### src/rtl/nibble_serial_add_ctrl.sv
// Wide unsigned adder sequencer: reuses one external 4-bit slice, one nibble per clock, LSB first.
// Accept edge k, RUN k+1..k+NIB, done pulse in k+NIB+1; start is ignored while busy (no queuing).
module nibble_serial_add_ctrl #(
   parameter  int WIDTH = 16,
   localparam int NIB   = WIDTH / 4
) (
   input  logic             Clk,
   input  logic             Reset,
   input  logic             start,
   input  logic [WIDTH-1:0] a,
   input  logic [WIDTH-1:0] b,
   input  logic             c_in,
   output logic [3:0]       slice_a,
   output logic [3:0]       slice_b,
   output logic             slice_cin,
   input  logic [3:0]       slice_s,
   input  logic             slice_cout,
   output logic             busy,
   output logic             done,
   output logic [WIDTH-1:0] s,
   output logic             c_out
);

   localparam int IW = (NIB > 1) ? $clog2(NIB) : 1;
   localparam logic [IW-1:0] IDX_LAST = IW'(NIB - 1);

   typedef enum logic [1:0] {
      IDLE = 2'd0,
      RUN  = 2'd1,
      DONE = 2'd2
   } state_t;

   state_t           state;
   state_t           state_nx;
   logic [WIDTH-1:0] a_reg;
   logic [WIDTH-1:0] b_reg;
   logic [WIDTH-1:0] a_shift;
   logic [WIDTH-1:0] b_shift;
   logic [IW-1:0]    idx;
   logic             carry;
   logic             accept;
   logic             last;

   // Current nibble selected by shifting, so the slice index stays a plain constant range.
   assign a_shift = a_reg >> {idx, 2'b00};
   assign b_shift = b_reg >> {idx, 2'b00};
   assign last    = (idx == IDX_LAST);

   always_comb begin
      state_nx  = state;
      accept    = 1'b0;
      busy      = 1'b0;
      done      = 1'b0;
      slice_a   = 4'h0;
      slice_b   = 4'h0;
      slice_cin = 1'b0;
      case (state)
         IDLE: begin
            if (start) begin
               accept   = 1'b1;
               state_nx = RUN;
            end
         end
         RUN: begin
            busy      = 1'b1;
            slice_a   = a_shift[3:0];
            slice_b   = b_shift[3:0];
            slice_cin = carry;
            if (last) begin
               state_nx = DONE;
            end
         end
         DONE: begin
            done = 1'b1;
            if (start) begin
               accept   = 1'b1;
               state_nx = RUN;
            end else begin
               state_nx = IDLE;
            end
         end
         default: begin
            state_nx = IDLE;
         end
      endcase
   end

   always_ff @(posedge Clk or posedge Reset) begin
      if (Reset) begin
         state <= IDLE;
      end else begin
         state <= state_nx;
      end
   end

   always_ff @(posedge Clk or posedge Reset) begin
      if (Reset) begin
         a_reg <= '0;
         b_reg <= '0;
         idx   <= '0;
         carry <= 1'b0;
         s     <= '0;
         c_out <= 1'b0;
      end else if (accept) begin
         a_reg <= a;
         b_reg <= b;
         carry <= c_in;
         idx   <= '0;
         s     <= '0;
      end else if (state == RUN) begin
         for (int n = 0; n < NIB; n++) begin
            if (idx == IW'(n)) begin
               s[4*n +: 4] <= slice_s;
            end
         end
         // Carry is strictly rippled through this register between nibbles.
         carry <= slice_cout;
         if (last) begin
            idx   <= '0;
            c_out <= slice_cout;
         end else begin
            idx <= idx + 1'b1;
         end
      end
   end

endmodule
### config.mk
export PLATFORM = sky130hd
export DESIGN_NAME = nibble_serial_add_ctrl
export DESIGN_NICKNAME = d
export VERILOG_FILES = /design/src/rtl/nibble_serial_add_ctrl.sv
export SDC_FILE = /design/constraint.sdc
export NUM_CORES = 1
export LEC_CHECK = 0
export CORE_MARGIN = 2
export CORE_UTILIZATION = 25
export DETAILED_ROUTE_END_ITERATION = 10
export PLACE_DENSITY = 0.51
export SLEW_MARGIN = 15
export SYNTH_ARGS = -nofsm -noshare
export SYNTH_HDL_FRONTEND = slang
export SYNTH_SLANG_ARGS = --single-unit
### constraint.sdc
create_clock -name Clk -period 1.95 [get_ports Clk]
set_input_delay 0.195 -clock Clk [delete_from_list [all_inputs] [get_ports Clk]]
set_output_delay 0.195 -clock Clk [all_outputs]
set_load 0.1 [all_outputs]
Word-level counts from Yosys, hierarchy flattened
Cells that the tools add are included.

storage, ports and cells
  register bits after elaboration = 54
  latch bits = 0
  RAM bits = 0
  ROM bits = 0
  output and inout port bits = 28
  memories kept = 0

cells by class
  add/sub/neg operators = 1
  multipliers = 0
  div/mod/pow operators = 0
  order comparisons = 0
  eq/ne operators = 7
  shift operators = 2
  muxes and demuxes = 22
  bitwise operators = 1
  reductions and logical operators = 14

operator list
  operator               number
  $mux W16               2
  $shr A16 B4 Y4         2
  $mux W4                6
  $mux W2                5
  $reduce_and A2 Y1      5
  $reduce_bool A2 Y1     5
  $mux W1                8
  $eq A2 B2 Y1 const B   3
  $pmux W2 S3            1
  $eq A2 B1 Y1 const B   2
  $logic_not A2 Y1       2
  $ne A2 B2 Y1 const B   2
  $reduce_and A3 Y1      1
  $add A2 B1 Y2 const B  1
  $reduce_or A2 Y1       1
  $not A1 Y1             1

Longest topological paths before layout
  depth in word-level cells = 5
  depth in mapped cells = 6

Least setup slack after synthesis
No wires, ideal clock.

  kind = reg-to-output
  start = reg state[1]
  end = out slice_a[0]
  arrival time = 1.941 ns
  data required time = 1.755 ns
  setup slack = -0.186 ns
  stages on the path, launching flop included = 5
  path through = dfrtp_1 -> nand2b_2 -> inv_2 -> buf_2 -> and2_1

between the ends
  word-level cells in the longest chain between the ends = 2

ends and longest elaborated chain
  what                    line  RTL
  start, declared         33    state_t state;
  start signal, assigned  92    state <= state_nx;
  $eq A2 B1 Y1            57    case (state)
  $mux W4                 57
  end, declared           13    output logic [3:0] slice_a,

Every way passes these cells.

Worst setup path in the final report
  start = reg idx[0]
  end = out slice_b[1]

between the ends
  word-level cells in the longest chain between the ends = 2

ends and longest elaborated chain
  what                    line  RTL
  start, declared         39    logic [IW-1:0] idx;
  start signal, assigned  122   idx <= idx + 1'b1;
  $shr A16 B4 Y4          46    assign b_shift = b_reg >> {idx, 2'b00};
  $mux W4                 57
  end, declared           14    output logic [3:0] slice_b,

Every way passes these cells.

==> impl_metrics.toml <==
[outcome]
status = "completed"

[timing]
fin_skew_ns = 0.00926
max_freq_mhz = 531
fin_crit_ns = 1.88
worst_pin_slew_ns = 0.352
report.final.slew_viol_count = 0
finalHoldViolations = 0
final-setup-viol-count = 0
rsz0062_at_grt = "true"
slew_headroom = 0.765
fin_crit_sh = 0.966

[final_layout]
diodes = 0
drive_above_1_share = 0.386
fill_cells = 1016
final_area_um2 = 3620
syn_to_final_growth_pct = 39.4
nets = 308

[detailed_routing]
route.detailed.drc = 0
drt-pass1-iter-count = 4
via_per_inst = 4.18
drt_iter0_markers = 49
via_count = 1671
drt_wl_total_um = 5660
wl_per_cell_um = 14.2
ant_nets = 0

[clock_tree]
cts_tree = "built"
cts_buffers = 5
clk_latency_ns = 0.31
cts.clk_slew.worst_paths_ns = 0.10
max-clock-path-buffers = 2
clockRootBuffer = "clkbuf_8"
h-tree-depth = 2
cts.sinks = 54

[global_routing]
grt_overflow_total = 0
grt_pass1_vias = 1808
grt_pass1_wl_um = 9410
grt_antenna_before_repair = 0
track_usage = 0.108
grt_max_degree = 54

[job]
cap_violations = 0

[die]
start_util = 0.254
die_x_um = 106
coreArea_um2 = 10200
dieArea_um2 = 11200
ios = 69
rows = 37
die_h_um = 106

[yosys]
syn_avg_cell_area_um2 = 13.8
synthesis.nets = 233
synth-seq-cells = 54
synth_warnings = 0
yosysSeqAreaShare = 0.520
synth_area_leaders = "dfrtp_1, mux2_4, mux4_2, a21oi_1, nand3_1"
synth.top_cell.area_share = 0.520
ys_types = 25
synth_cells = 188
synth_area_um2 = 2600
netlist.top_cell.by_area = "dfrtp_1"

[critical_path]
crit_type = "reg -> out"
worstPathArrival_ns = 1.69
required_ns = 1.75
cp_slowest_cell = "mux4_2"
cp_top_family = "multiplexers"
cp-end-kind = "output port"
path_max_fanout = 6
worstPathCellList = "buf_6 -> mux4_2 -> and2_4 -> buf_12"
crit_buf_inv = 2
slowest_delay_ns = 0.50
start_kind = "flip-flop"

[placed_design]
place_hpwl_um = 4080
port_buffers = 68
placed_area_um2 = 3470
gp_congestion = 0.708

[hold_path]
hold_class = "in -> async"
==> cells in the mapped netlist (all sizes together) <==
library cell / instances
dfrtp: 54
nand2: 19
inv: 5
or3: 1
and2b: 1
and2: 9
mux2i: 1
nand3b: 4
nand3: 16
nand2b: 1
nor2b: 1
mux2: 33
o31ai: 1
buf: 11
a21oi: 17
mux4: 8
o21ai: 1
o21bai: 1
ha: 4
==> cells by family after synthesis <==
| family | synth area share |
|---|---|
| AND/OR/NAND/NOR | 0.103 |
| buffers and inverters | 0.0592 |
| adder cells (fa/ha/maj) | 0.0193 |
| multiplexers | 0.258 |
| AO/OA/AOI/OAI | 0.0404 |
| flip-flops | 0.520 |
==> worst register-to-register path: cells and delay by family (launching register included) <==
family,cells,cell delay [ns]
adder cells (fa/ha/maj),1,0.28
buffers and inverters,3,0.39
multiplexers,1,0.36
AND/OR/NAND/NOR,1,0.26
flip-flops,1,0.41
==> what timing repair did <==
item,4_1_cts,5_1_grt
hold buffers,0,0
endpoints found under the hold margin,0,0
setup endpoints to repair,8,9
buffers inserted,0,3
gates resized for setup,1,13
==> stage by stage <==
step | TNS (ns) | setup WS (ns) | hold WS [ns] | cells | utilization
after CTS | -0.109 | -0.0262 | 0.180 | 397 | 0.350
after detailed placement | 0 | 0.301 | 0.489 | 389 | 0.339
after global routing | -0.0451 | -0.0122 | 0.213 | 400 | 0.354
after floorplan | 0 | 0.0723 | 0.312 | 188 | -
final | 0 | 0.0655 | 0.159 | 400 | 0.354
after global placement | 0 | 0.302 | 0.489 | 389 | 0.339
==> routing by layer <==
layer | up-vias | global-route usage | part of all wire
met5 | - | 0 | 0
met4 | 0 | 0.0395 | 0.015
met3 | 6 | 0.0282 | 0.053
met2 | 47 | 0.167 | 0.46
met1 | 812 | 0.146 | 0.47
li1 | 806 | - | -
==> area by class of cell <==
cell class	instances	area, um^2	area share
flip-flops and latches	54	1350	0.374
multi-input cells	118	1120	0.308
repair buffers	79	851	0.235
well taps	136	170	0.0470
clock buffers	5	68.8	0.0190
clock inverters	3	43.8	0.0121
inverters	5	20.0	0.00552
==> layout by cell type, fill, tap and decap left out, types with 2 or more instances in the layout <==
cell / Yosys / final
dfrtp_1: 54 / 52
clkdlybuf4s50_1: 0 / 40
mux2_4: 28 / 28
buf_4: 0 / 25
nand2_1: 19 / 19
a21oi_1: 17 / 17
nand3_1: 16 / 16
buf_12: 3 / 12
mux4_2: 7 / 8
and2_4: 0 / 8
mux2_2: 5 / 5
clkbuf_8: 0 / 5
nand3b_1: 4 / 4
ha_1: 4 / 4
inv_1: 4 / 3
clkinv_2: 0 / 2
dfrtp_2: 0 / 2
buf_6: 4 / 2
==> worst paths after layout <==
check                         start    endpoint  slack [ns]  cells past startpoint
hold / removal                Reset    b_reg[3]        0.16                      2
hold reg to reg            a_reg[8]    a_reg[8]        0.51                      1
min in group Clk               c_in       carry        0.45                      3
setup reg to reg             idx[0]       c_out        0.15                      6
setup / recovery             idx[0]  slice_b[1]        0.07                      4
max in group asynchronous     Reset    a_reg[0]        1.24                      3
Power is left out: the tool's default activity adds up to more than one toggle a clock period on the data nets, which glitch-free logic cannot reach.
